`config.mk`:
```
export PLATFORM = sky130hd
export DESIGN_NAME = cdc_req_pacer
export DESIGN_NICKNAME = d
export VERILOG_FILES = /design/src/rtl/cdc_pkg.sv /design/src/rtl/cdc_req_fifo.sv /design/src/rtl/cdc_req_pacer.sv
export SDC_FILE = /design/constraint.sdc
export NUM_CORES = 1
export LEC_CHECK = 0
export ABC_AREA = 0
export CORE_UTILIZATION = 43
export DETAILED_ROUTE_END_ITERATION = 8
export GPL_TIMING_DRIVEN = 0
export PLACE_DENSITY = 0.7
export SLEW_MARGIN = 15
export SYNTH_ARGS = -nofsm -noshare
export SYNTH_HDL_FRONTEND = slang
export SYNTH_SLANG_ARGS = --single-unit
```
`constraint.sdc`:
```
create_clock -name clk_1 -period 2.2 [get_ports clk_1]
set_input_delay 0.55 -clock clk_1 [delete_from_list [all_inputs] [get_ports clk_1]]
set_output_delay 0.55 -clock clk_1 [all_outputs]
set_load 0.02 [all_outputs]
```
`src/rtl/cdc_pkg.sv`:
```
// Shared types and widths for the request pacer: FSM states, operand/result
// widths and the packed request payload carried through the FIFO.
package cdc_pkg;

    localparam int OPW  = 4;
    localparam int RESW = 8;

    typedef enum logic {
        ST_IDLE = 1'b0,
        ST_WAIT = 1'b1
    } state_t;

    typedef struct packed {
        logic            mode;
        logic [OPW-1:0]  a;
        logic [OPW-1:0]  b;
    } req_t;

endpackage

```
`src/rtl/cdc_req_fifo.sv`:
```
// Small request FIFO: power-of-two depth, wrapping pointers, explicit count.
// The head entry is visible combinationally so the pacer can register it on pop.
module cdc_req_fifo
    import cdc_pkg::*;
#(
    parameter int DEPTH = 4,
    parameter int CW    = $clog2(DEPTH + 1)
) (
    input  logic          clk_1,
    input  logic          rst_n,
    input  logic          push,
    input  req_t          push_data,
    input  logic          pop,
    output req_t          head,
    output logic [CW-1:0] count
);

    localparam int AW = $clog2(DEPTH);

    req_t          mem [DEPTH];
    logic [AW-1:0] wr_ptr_q, wr_ptr_d;
    logic [AW-1:0] rd_ptr_q, rd_ptr_d;
    logic [CW-1:0] count_q, count_d;

    // Callers guarantee push only when not full and pop only when not empty.
    always_comb begin
        wr_ptr_d = wr_ptr_q;
        rd_ptr_d = rd_ptr_q;
        count_d  = count_q;
        if (push) begin
            wr_ptr_d = wr_ptr_q + 1'b1;
        end
        if (pop) begin
            rd_ptr_d = rd_ptr_q + 1'b1;
        end
        if (push && !pop) begin
            count_d = count_q + 1'b1;
        end else if (!push && pop) begin
            count_d = count_q - 1'b1;
        end
    end

    always_ff @(posedge clk_1 or negedge rst_n) begin
        if (!rst_n) begin
            wr_ptr_q <= '0;
            rd_ptr_q <= '0;
            count_q  <= '0;
        end else begin
            wr_ptr_q <= wr_ptr_d;
            rd_ptr_q <= rd_ptr_d;
            count_q  <= count_d;
        end
    end

    always_ff @(posedge clk_1) begin
        if (push) begin
            mem[wr_ptr_q] <= push_data;
        end
    end

    assign head  = mem[rd_ptr_q];
    assign count = count_q;

endmodule

```
`src/rtl/cdc_req_pacer.sv`:
```
// Buffers incoming requests and issues them as single-cycle pulses spaced at
// least GAP clk_1 edges apart, for a downstream clock-domain-crossing stage.
module cdc_req_pacer
    import cdc_pkg::*;
#(
    parameter int DEPTH = 4,
    parameter int GAP   = 8
) (
    input  logic                         clk_1,
    input  logic                         rst_n,
    input  logic                         req_valid,
    output logic                         req_ready,
    input  logic [OPW-1:0]               req_a,
    input  logic [OPW-1:0]               req_b,
    input  logic                         req_mode,
    output logic                         iss_valid,
    output logic [OPW-1:0]               iss_a,
    output logic [OPW-1:0]               iss_b,
    output logic                         iss_mode,
    output logic [$clog2(DEPTH+1)-1:0]   fifo_count,
    output logic [RESW-1:0]              iss_total
);

    localparam int CW = $clog2(DEPTH + 1);
    localparam int GW = $clog2(GAP);

    state_t          state_q, state_d;
    logic [GW-1:0]   gap_cnt_q, gap_cnt_d;
    logic            iss_valid_q;
    req_t            iss_req_q;
    logic [RESW-1:0] iss_total_q;

    logic            push;
    logic            pop;
    req_t            push_data;
    req_t            head;
    logic [CW-1:0]   count;

    assign req_ready = (count < CW'(DEPTH));
    assign push      = req_valid && req_ready;
    assign push_data = '{mode: req_mode, a: req_a, b: req_b};

    cdc_req_fifo #(
        .DEPTH (DEPTH),
        .CW    (CW)
    ) u_fifo (
        .clk_1     (clk_1),
        .rst_n     (rst_n),
        .push      (push),
        .push_data (push_data),
        .pop       (pop),
        .head      (head),
        .count     (count)
    );

    // An issue reloads the gap counter; the next issue waits for it to reach 0.
    always_comb begin
        state_d   = state_q;
        gap_cnt_d = gap_cnt_q;
        pop       = 1'b0;
        case (state_q)
            ST_IDLE: begin
                if (count != '0) begin
                    pop       = 1'b1;
                    gap_cnt_d = GW'(GAP - 1);
                    state_d   = ST_WAIT;
                end
            end
            ST_WAIT: begin
                if (gap_cnt_q != '0) begin
                    gap_cnt_d = gap_cnt_q - 1'b1;
                end else if (count != '0) begin
                    pop       = 1'b1;
                    gap_cnt_d = GW'(GAP - 1);
                end else begin
                    state_d = ST_IDLE;
                end
            end
            default: state_d = ST_IDLE;
        endcase
    end

    always_ff @(posedge clk_1 or negedge rst_n) begin
        if (!rst_n) begin
            state_q     <= ST_IDLE;
            gap_cnt_q   <= '0;
            iss_valid_q <= 1'b0;
            iss_req_q   <= '0;
            iss_total_q <= '0;
        end else begin
            state_q     <= state_d;
            gap_cnt_q   <= gap_cnt_d;
            iss_valid_q <= pop;
            if (pop) begin
                iss_req_q   <= head;
                iss_total_q <= iss_total_q + 1'b1;
            end
        end
    end

    assign iss_valid  = iss_valid_q;
    assign iss_a      = iss_req_q.a;
    assign iss_b      = iss_req_q.b;
    assign iss_mode   = iss_req_q.mode;
    assign fifo_count = count;
    assign iss_total  = iss_total_q;

endmodule

```
# Word-level counts from Yosys, hierarchy flattened
# Memories as Yosys holds them, arrays and structs flattened. A register that Yosys moved wholly into a read port is not among the register bits.
# Index checks and enable logic that the tools add are counted.
op_classes:
  muxes: 12
  n_addsub: 6
  magnitude_cmp: 1
  reduce_logical: 9
  n_bitwise: 1
op_table:
  columns: ["cell", "n"]
  rows:
  - ["3-bit 2-to-1 mux", 4]
  - ["8-bit by 1-bit adder with 8-bit output, second input constant", 1]
  - ["3-bit case mux with 2 select lines", 1]
  - ["3-bit nonzero test", 2]
  - ["3-bit by 1-bit subtractor with 3-bit output, second input constant", 2]
  - ["1-bit 2-to-1 mux", 5]
  - ["2-bit by 1-bit adder with 2-bit output, second input constant", 2]
  - ["1-bit case mux with 2 select lines", 2]
  - ["3-bit by 1-bit adder with 3-bit output, second input constant", 1]
  - ["1-bit logical AND", 3]
  - ["1-bit logical NOT", 3]
  - ["3-bit less-than comparator, second input constant", 1]
  - ["2-bit nonzero test", 1]
  - ["1-bit inverter", 1]
totals:
  wordCells: 37
  output_inout_bits: 22
  in_bits: 12
  register_bits: 20
  ram_bits: 36
  mem_count: 1
memory_table:
  columns: ["memory", "words", "word_bits", "read_ports", "rd_ports_with_merged_regs", "wr", "line", "rtl"]
  rows:
  - ["u_fifo.mem", 4, 9, 1, 1, 1, "cdc_req_fifo.sv:20", "req_t mem [DEPTH];"]

# Depth between registers and ports, before layout
logic_depth:
  word_depth: 7
  ltp_mapped: 11
  mapped_depth_nobuf: 11

# Hierarchy
# A second synthesis with hierarchy kept.
unflattened:
  hier_cells: 150
  hier_area_um2: 2636.3
modules_own_cells:
  columns: ["mod", "cells_each", "area_per_inst_um2", "seq_area_each_um2", "instances"]
  rows:
  - ["cdc_req_fifo", 79, 1681.6, 1256.2, 1]
  - ["cdc_req_pacer", 71, 954.7, 550.5, 1]

# Worst setup path before layout
# No wires, ideal clock.
synth_path:
  path_type: "reg-to-reg"
  start: "reg u_fifo.count_q[1], in the netlist u_fifo.count[1]"
  end: "reg u_fifo.count_q[2], in the netlist u_fifo.count[2]"
  setup_time_ns: 0.080
  synth_period_minus_slack_ns: 2.018
  path_slack_ns: 0.182
  arrival_time_ns: 1.938
  path_stages_with_launch: 9
  path_buffers: 0
  required_ns: 2.120
  cell_sequence: "dfrtp_1 -> or3_4 -> nand2b_4 -> ha_1 -> inv_1 -> fa_1 -> xor2_1 -> nor2_1 -> xnor2_1"
synth_between:
  elab_chain_len: 7
  word_cells_on_any_way: 15
  classes_between: "add/sub (2); order compare (1); mux (5); reduce/logical (7)"
synth_lines:
  columns: ["element", "line", "rtl"]
  rows:
  - ["from (decl)", "cdc_req_fifo.sv:23", "logic [CW-1:0] count_q, count_d;"]
  - ["from (signal assigned)", "cdc_req_fifo.sv:51", "count_q <= count_d;"]
  - ["3-bit nonzero test", "cdc_req_pacer.sv:63, cdc_req_pacer.sv:72", null]
  - ["1-bit 2-to-1 mux", "cdc_req_pacer.sv:63, cdc_req_pacer.sv:72", null]
  - ["1-bit 2-to-1 mux", "cdc_req_pacer.sv:70", "if (gap_cnt_q != '0) begin"]
  - ["1-bit case mux with 2 select lines", "cdc_req_pacer.sv:61", "case (state_q)"]
  - ["1-bit logical NOT", "cdc_req_fifo.sv:36", "if (push && !pop) begin"]
  - ["1-bit logical AND", "cdc_req_fifo.sv:36", null]
  - ["3-bit 2-to-1 mux or 2-bit nonzero test (tied branches)", null, null]
# Parallel ways exist; a longest one is shown, timed or not. The select of a mux whose other input is x is not followed.
# A chain may end at the register's enable or synchronous reset.

# Worst setup path in the final report
layout_path:
  start: "in req_valid"
  end: "reg u_fifo.count_q[2], in the netlist u_fifo.count[2]"
layout_between:
  elab_chain_len: 4
  word_cells_on_any_way: 6
  classes_between: "mux (1); reduce/logical (5)"
layout_lines:
  columns: ["element", "line", "rtl"]
  rows:
  - ["from (decl)", "cdc_req_pacer.sv:11", "input logic req_valid,"]
  - ["1-bit logical AND (*)", "cdc_req_pacer.sv:40", "assign push = req_valid && req_ready;"]
  - ["named net push", "cdc_req_pacer.sv:33", "logic push;"]
  - ["1-bit logical NOT", "cdc_req_fifo.sv:38", "end else if (!push && pop) begin"]
  - ["1-bit logical AND", "cdc_req_fifo.sv:38", null]
  - ["2-bit nonzero test (no source line)", null, null]
# The timed path passes the listed nets; every way through them passes the cells marked *.

==> results.toml <==
[floorplan]
core_um2 = 5960
die_x_um = 80.9
start_util = 0.449
die_h_um = 80.9
dieArea_um2 = 6540
top_level_ports = 34
rows = 28

[status]
status = "completed"

[clocking]
clk_latency_ns = 0.33
cts_tree = "yes"
clkTransAtPathRegs_ns = 0.07
hold_buffers = 0
cts_buffer_depth = 2
clock_sinks = 65
htree_levels = 3
cts_made_buffers = 9
root_buffer = "clkbuf_8"

[drt]
drt_iter0_markers = 87
m1WireLength_um = 1760
routed.top_layer = "met4"
met3_length_um = 148
drc = 0
ant_nets = 0
detail_route.wl_per_cell_um = 15.5
vias = 1355
viasPerCell = 4.95
firstDrtPassIters = 3
drt_wl_total_um = 4260
wl_met2_um = 2270

[critical_path]
endpoint_kind = "flip-flop"
cpPeakStageDelay_ns = 0.45
ff2ff_setup_slack_ns = 0.17
worst-r2r-cell-count = 9
crit_buf_inv = 3
critical-path-top-delay-family = "buffers and inverters"
r2r_end = "u_fifo.count[1]"
start_kind = "input port"
worst-path-max-fanout = 8
cp.arrival_ns = 2.31
rr_startpoint = "gap_cnt_q[0]"
slowest_stage = "clkdlybuf4s50_1"
worstPathRequired_ns = 2.46
path_cells = "clkdlybuf4s50_1 > nor2b_1 > clkbuf_2 > ha_4 > inv_1 > fa_1 > xor2_1 > nor2_1 > xnor2_1"
crit_type = "in -> reg"

[layout]
diodes = 0
num-fill-cells = 467
finalInstanceArea_um2 = 3290
drive_gt1_frac = 0.226
ff_latch_area_um2 = 1810
multi_input_area_um2 = 802
areaGrowthSynthToFinish_pct = 23.2
nets = 215

[sta]
skew_ns = 0.00535
fmax_mhz = 488
worst_pin_slew_ns = 0.680
tns_ns = 0
slew_headroom = 0.547
post-route-period-util = 0.931
setup_viol = 0
min_period_ns = 2.05
hold_viol_final = 0
drv_slew = 0

[yosys]
synth_cells = 148
avgSynthCellArea_um2 = 18.1
synth-seq-cells = 65
synth_area_um2 = 2680
synth_nets = 169
yosysUniqueCellTypes = 31
yosysWarnings = 0
ys_seq_area_frac = 0.675

[placed_design]
dp_hpwl_um = 2870
place.gp.congestion = 0.729
portBuffers = 33
place_area_um2 = 3090

[power_and_ir_drop]
p_per_area_nw_per_um2 = 1340
p_total_mw = 4.41
max-vdd-ir-drop_mv = 0.496
leakagePower_nw = 1.28

[grt]
grt_pass1_vias = 1397
grt_pass1_wl_um = 6790
grt_max_degree = 30
grt_usage = 0.146
grt_antenna_before_repair = 0
overflow = 0

[min_path]
hp-class = "in -> async"

[job]
cap_violations = 0
[cell families after synthesis]
logic type,Yosys count,share of synthesized area
DFF,65,0.675
and+or+nand+nor,24,0.0566
muxes,20,0.140
xor gates and xnor gates,13,0.0426
buffers and inverters,12,0.0295
adders and majority gates,9,0.0449
AOI/OAI and AO/OA,5,0.0108
[cell usage after synthesis]
master | instances | area share
mux4_2 | 6 | 0.051
and3_1 | 4 | 0.0094
nor2_1 | 1 | 0.0014
nand2b_1 | 1 | 0.0023
clkbuf_1 | 1 | 0.0014
edfxtp_1 | 36 | 0.40
dfrtp_1 | 29 | 0.27
nand2b_4 | 1 | 0.0051
mux4_1 | 3 | 0.029
or3_4 | 1 | 0.0042
xor2_1 | 3 | 0.0098
xnor2_1 | 10 | 0.033
nor3_1 | 1 | 0.0019
buf_1 | 1 | 0.0014
or2_2 | 1 | 0.0023
a21oi_1 | 2 | 0.0037
mux2_4 | 10 | 0.056
nand2_1 | 4 | 0.0056
inv_1 | 6 | 0.0084
and2_4 | 1 | 0.0033
buf_12 | 1 | 0.0075
ha_1 | 8 | 0.037
fa_1 | 1 | 0.0075
buf_6 | 2 | 0.0084
nor2b_1 | 1 | 0.0023
o21ai_0 | 2 | 0.0037
mux2_2 | 1 | 0.0042
nand4_1 | 4 | 0.0094
a2bb2oi_1 | 1 | 0.0033
and2_1 | 4 | 0.0094
inv_4 | 1 | 0.0023
[cell usage in the layout, fill, tap and decap left out, types with 2 or more instances in the layout]
cell type         n
dfrtp_1          29
clkinvlp_4        2
clkdlybuf4s50_1  32
buf_4             2
buf_6             2
clkinv_2          3
clkbuf_8         10
mux4_1            3
mux2_4           10
edfxtp_1         36
xnor2_1          10
o21ai_0           2
nand2_1           4
mux4_2            6
xor2_1            3
a21oi_1           2
ha_1              7
and3_1            4
nand4_1           4
and2_1            4
inv_1             6
[sequential cells by signal (all words and copies together) (netlist names), 2 cells and up]
signal and flops:
u_fifo.mem 36, iss_total 8, iss_a 4, iss_b 4, gap_cnt_q 3, u_fifo.count 3
u_fifo.rd_ptr_q 2, u_fifo.wr_ptr_q 2
[repair_timing]
action | in CTS | in global routing
endpoints found under the setup margin | 1 | 2
pin swaps | 0 | 1
gates resized for setup | 1 | 2
buffers inserted | 0 | 2
[through the flow]
| stage | util | std cells | setup slack, ns | hold slack, ns |
|---|---|---|---|---|
| after global routing | 0.553 | 274 | -0.000927 | 0.306 |
| after detailed placement | 0.520 | 256 | -0.359 | 0.474 |
| after floorplan | - | 148 | 0.182 | 0.254 |
| final | 0.553 | 274 | 0.151 | 0.255 |
| after global placement | 0.520 | 256 | -0.279 | 0.455 |
| after CTS | 0.549 | 272 | 0.0765 | 0.257 |
[cell type report]
class,instances,share of cell area
Clock buffer,10,0.0418
Multi-Input combinational cell,71,0.243
Clock inverter,6,0.0103
Tap cell,75,0.0285
Timing Repair Buffer,35,0.103
Buffer,5,0.0156
Inverter,7,0.00874
Sequential cell,65,0.548
[where the power goes]
group | internal, mW | switching (mW)
clock | 0.429 | 0.435
sequential | 1.62 | 0.207
combinational | 0.943 | 0.768
total | 3.00 | 1.41
[routing by layer]
metal,track usage,vias up
met3,0.0438,10
li1,-,635
met2,0.249,28
met4,0.0750,0
met5,0,-
met1,0.167,682
[how the worst max path moves through the flow]
stage	slack (ns)	startpoint	cells after the start	endpoint
final	0.15	req_valid	9	u_fifo.count[2]
after floorplan	0.18	u_fifo.count[1]	8	u_fifo.count[2]
after global placement	-0.28	req_valid	9	u_fifo.count[2]
after CTS	0.08	gap_cnt_q[0]	11	u_fifo.count[2]
after global routing	-0.0009	gap_cnt_q[0]	11	u_fifo.count[2]
after detailed placement	-0.36	req_valid	7	u_fifo.count[1]
Note: power is estimated with default switching activity, not from simulation.
==> edit 1: new RTL, same flow settings <==
Change the package constant `RESW` from 8 to 4.
--- a/src/rtl/cdc_pkg.sv
+++ b/src/rtl/cdc_pkg.sv
@@ -5,3 +5,3 @@
     localparam int OPW  = 4;
-    localparam int RESW = 8;
+    localparam int RESW = 4;
 
Ports: changed (resized iss_total); port bits go from 34 to 30. The function was not compared with the original's and may differ.
==> edit 1 against the unedited design <==
- worst setup slack worse by 0.080 ns
- wire length shrank 2.9%
- sequential cell count shrank 4
- synthesized cell count is 4.7% lower
- area after synthesis is 4.8% lower
- design area shrank 3.2%
- utilization up 1.6 points
- critical endpoint unchanged
- count of clock-buffer cells in the layout increased by 2
- highest routed layer unchanged
- non-clock buffer count decreased by 1
- cell count down 4.4%
- power grew 3.7%
- first-iteration DRC count is 39% lower
- clock power is 19% higher
==> edit 1: results (changes against the unedited design) <==
The placer congestion estimate came out at 0.710 (was 0.729). The count of different cell masters after synthesis is 30 (was 31). The tools report the clock skew after layout as 0.00441 ns (was 0.00535 ns). The cell chosen for the clock root was clkbuf_8 (unchanged). The tools report the source of the worst register-to-register timing path as gap_cnt_q[0] (unchanged).

The run gives 0.11 ns (was 0.17 ns) as the setup slack of the worst register-to-register path. The tools report the static power due to leakage as 1.22 nW (was 1.28 nW). The port buffer count was 29 (was 33). The number of iterations in the first detailed-routing pass was 4 (was 3). The data arrival at the endpoint of the critical path came out at 2.37 ns (was 2.31 ns).

The wire length per cell after detailed routing was 15.8 um (was 15.5 um); the fraction of power spent switching nets was 30.8% (was 32.0%). The sequential fraction of the synthesis area came out at 67.0% (was 67.5%). The H-tree level count is 3 (unchanged). The number of nets produced by synthesis is 162 (was 169). The largest vdd supply drop is 0.803 mV (was 0.496 mV), and the transition at the pin with the smallest max-transition slack is 0.560 ns (was 0.680 ns).

The via count of the first global-routing pass is 1435 (was 1397), and the via count normalized by instance count is 4.99 (was 4.95). Clock-pin slew was measured on the worst setup and hold paths at 0.06 ns. The most flop-heavy register is u_fifo.mem (unchanged).

Number of antenna violations at the first check in global routing: 0 (unchanged). Ranking of synthesized cells by area: edfxtp_1, dfrtp_1, mux4_2 (was edfxtp_1, dfrtp_1, mux2_4). Commonest cells in the netlist: edfxtp_1, dfrtp_1, inv_1, mux4_2, ha_1 (was edfxtp_1, dfrtp_1, mux2_4, xnor2_1, ha_1). The share of layout cells above drive strength 1 is 28.9% (was 22.6%). The total cell area at the placement stage came out at 0.00295 mm2 (was 0.00309 mm2).

The worst hold slack came out at 0.217 ns (was 0.255 ns). At the later pin of the worst-skew pair, clock insertion delay measures 0.32 ns. The wire length of the first global-routing pass was 7.00 mm (was 6.79 mm); the maximum root-to-sink buffer count was 2 (unchanged). The global-route total usage across every layer is 15.7% (was 14.6%), and the number of cells on the worst reg-to-reg path is 10 (was 9). The number of enable-type register cells in the synthesized netlist works out to 36 (unchanged).

The run finished with clean final reports. The number of flip-flops under the largest register name came out at 36 (unchanged). The count of nets after finishing is 206 (was 215). The fill cell instance count of the final layout came out at 466 (was 467). The maximum number of pins on one net before global-route repair is 26 (was 30), and the number of DRC violations after detailed-routing iteration 0 is 53 (was 87). The detailed placement HPWL was 2.80 mm (was 2.87 mm).

The worst hold path class was in -> async (unchanged). The warning count from the yosys run is 0 (unchanged), and the count of inserted antenna diode cells is 0 (unchanged). The share of flip-flops with an asynchronous set or reset after synthesis works out to 41.0% (was 44.6%).
-- edit 1: changes by cell type after synthesis, moves of 2 or more --
cell      unedited run  this run
a31oi_1              0         2
mux2_2               1         4
inv_1                6         9
xnor2_1             10         4
mux4_2               6         9
xor2_1               3         5
mux2_4              10         7
and3_1               4         0
a211oi_1             0         4
dfrtp_1             29        25
mux4_1               3         0
nand4_1              4         0
-- edit 1: layout make-up --
cell class | count | area [um2] | area share [%]
clock inverter | 4 | 72.6 | 2.27
tap | 72 | 90.1 | 2.82
inverter | 9 | 36.3 | 1.14
buffer | 5 | 57.6 | 1.80
timing repair buffer | 34 | 323 | 10.1
multi-input combinational | 65 | 769 | 24.1
clock buffer | 12 | 135 | 4.24
sequential | 61 | 1710 | 53.5
-- edit 1: per-stage QoR --
stage	cells	worst slack, ns
2_1_floorplan	141	0.00651
6_report	262	0.0717
5_1_grt	262	0.00309
4_1_cts	260	0.0337
3_5_place_dp	242	-0.370
3_3_place_gp	242	-0.337
-- edit 1: metal layers --
layer | global-route usage (%) | wire [um] | vias to the layer above
li1 | - | - | 614
met1 | 18.4 | 1670 | 655
met2 | 26.9 | 2290 | 35
met3 | 3.91 | 138 | 4
met4 | 7.64 | 34 | 0
met5 | 0 | 0 | -
-- edit 1: worst max path at each step --
stage	from	end	slack, ns	depth (start not counted)
final	req_valid	u_fifo.count[2]	0.07	9
after global routing	req_valid	u_fifo.count[2]	0.003	9
after CTS	gap_cnt_q[1]	u_fifo.count[1]	0.03	11
after detailed placement	req_valid	u_fifo.count[2]	-0.37	9
after global placement	req_valid	u_fifo.count[2]	-0.34	9
after floorplan	gap_cnt_q[0]	u_fifo.count[1]	0.007	11
-- edit 1: kinds of logic (layout without fill, tap and decap cells) --
group	Yosys count	count (layout)	share of synthesized area [%]
and+or+nand+nor	17	17	4.37
muxes	20	20	13.9
AOI/OAI and AO/OA	10	10	3.05
DFF	61	61	67.0
buffers and inverters	15	64	3.88
xor gates and xnor gates	9	9	3.10
adders and majority gates	9	9	4.72
-- edit 1: what timing repair did --
item	CTS	global route
pin swaps	1	2
setup endpoints to repair	2	2
buffers inserted	2	3
gates resized for setup	3	3
-- edit 1: worst max-delay path, cell delays in order --
cell	delay, ns
clkdlybuf4s50_1	0.46
nor2b_1	0.14
clkbuf_4	0.20
ha_4	0.15
inv_2	0.04
fa_1	0.43
xor2_1	0.16
nor2_1	0.13
xnor2_1	0.12
-- edit 1: power by group through the flow --
stage | combinational [mW] | clock, mW | sequential (mW)
2_1_floorplan | 1.00 | 0 | 1.92
3_3_place_gp | 1.67 | 0 | 1.75
3_5_place_dp | 1.74 | 0 | 1.78
4_1_cts | 1.78 | 1.06 | 1.76
5_1_grt | 1.93 | 1.10 | 1.79
6_report | 1.79 | 1.03 | 1.75
==> edit 2: new RTL, same flow settings <==
Made on the original files. Register the output `fifo_count`, without a reset; this adds one clock of latency there. The other outputs are not delayed to match.
--- a/src/rtl/cdc_req_pacer.sv
+++ b/src/rtl/cdc_req_pacer.sv
@@ -104,3 +104,5 @@
     assign iss_mode   = iss_req_q.mode;
-    assign fifo_count = count;
+    always_ff @(posedge clk_1) begin
+        fifo_count <= count;
+    end
     assign iss_total  = iss_total_q;
Behaviour: not the same (a bounded check fails within 4 cycles, from zero or initial values and one cycle with rst_n low).
==> edit 2 against the unedited design <==
- utilization is 0.32 points higher
- area after synthesis is 1.1% higher
- design area is 1.2% higher
- sequential cell count is 3 higher
- wire length is 2.4% higher
- power is 2.0% higher
- sequential share of layout area is 1.2 points higher
- die area is 1.1% higher
- clock power is 17% higher
- hold slack worse by 0.014 ns
- critical path depth stayed put
- worst setup slack worse by 0.055 ns
==> edit 2: results (changes against the unedited design) <==
The global-route total usage across every layer is 15.5% (was 14.6%), and the wire length per cell after detailed routing is 15.5 um (about the same). The run finished with clean final reports. Ranking of synthesized cells by area: edfxtp_1, dfrtp_1, mux4_1 (was edfxtp_1, dfrtp_1, mux2_4). The share of synthesized cell area in full adder, half adder and majority cells is 4.44% (was 4.49%).

Delay contributed by the slowest stage of the critical path: 0.41 ns (was 0.45 ns). The worst setup slack after placement was -0.362 ns (was -0.359 ns); the share of layout cells above drive strength 1 was 18.8% (was 22.6%). The headroom to the max-slew limit is 56.1% (was 54.7%), and the count of nets after finishing is 223 (was 215).

The tools report the detailed placement HPWL as 3.08 mm (was 2.87 mm). The via count normalized by instance count came out at 4.96 (was 4.95). The average cell area after synthesis was 17.2 um2 (was 18.1 um2). The sequential cell power is 1.93 mW (was 1.83 mW), and the clock skew after layout is 0.00967 ns (was 0.00535 ns). The peak fanout along the critical path came out at 4 (was 8). The fraction of power spent switching nets was 30.7% (was 32.0%); the compound-gate portion of the synthesized area was 1.11% (was 1.08%).

For the total cell area at the placement stage, the log shows 0.00312 mm2 (was 0.00309 mm2). For the clock distribution power, the log shows 1.01 mW (was 0.863 mW). The number of DRC violations after detailed-routing iteration 0 is 49 (was 87), and the end-of-flow core utilization is 55.6% (was 55.3%). The total power of the final layout is 4.50 mW (was 4.41 mW). The number of cells in the design after placement is 265 (was 256), and the xor and xnor fraction of the mapped netlist area is 4.21% (was 4.26%). Count of placed standard cells in the final layout, fillers left out: 282 (was 274). The share of flip-flops with an asynchronous set or reset after synthesis is 42.6% (was 44.6%), and the via count of the first global-routing pass is 1524 (was 1397).

The count of different cell masters after synthesis was 29 (was 31); the wire length of the first global-routing pass was 7.19 mm (was 6.79 mm). The data arrival at the endpoint of the critical path came out at 2.33 ns (was 2.31 ns).
==> edit 2: cell count changes after synthesis, moves of 4 or more <==
| cell | unedited run | this run |
|---|---|---|
| mux4_2 | 6 | 2 |
| mux2_2 | 1 | 11 |
| mux4_1 | 3 | 7 |
| mux2_4 | 10 | 0 |
| nor2_1 | 1 | 5 |
==> edit 2: per-layer routing <==
metal | up-vias | track usage [%] | part of all wire, %
li1 | 659 | - | -
met1 | 702 | 15.7 | 40
met2 | 29 | 28.2 | 54
met3 | 9 | 5.73 | 4.2
met4 | 0 | 6.96 | 1.7
met5 | - | 0 | 0
==> edit 2: final timing paths <==
kind | startpoint | end | slack (ns) | cells past startpoint
worst max-delay path | gap_cnt_q[0] | u_fifo.count[1] | 0.1 | 9
worst min-delay path | rst_n | iss_b[1] | 0.24 | 1
worst max register to register | gap_cnt_q[0] | u_fifo.count[1] | 0.1 | 9
worst min register to register | u_fifo.count[2] | fifo_count[2] | 0.42 | 0
max in group asynchronous | rst_n | gap_cnt_q[0] | 1.53 | 1
min in group clk_1 | u_fifo.count[2] | fifo_count[2] | 0.42 | 0
==> edit 2: layout make-up <==
cell class	count	share of cell area, %
Sequential cell	68	56.0
Multi-Input combinational cell	76	23.2
Timing Repair Buffer	34	9.98
Clock inverter	2	1.05
Tap cell	75	2.82
Inverter	8	0.901
Clock buffer	14	4.88
Buffer	5	1.16
==> edit 2: critical path, delay by kind of cell (launching register included) <==
| family | cells | cell delay [ns] |
|---|---|---|
| adders and majority gates | 3 | 0.74 |
| muxes | 1 | 0.27 |
| buffers and inverters | 2 | 0.13 |
| and+or+nand+nor | 3 | 0.48 |
| DFF | 1 | 0.39 |
==> edit 2: repair_timing <==
action,in CTS,in global routing
endpoints found under the hold margin,0,0
setup buffers,0,1
setup endpoints to repair,1,2
gates resized for setup,1,4
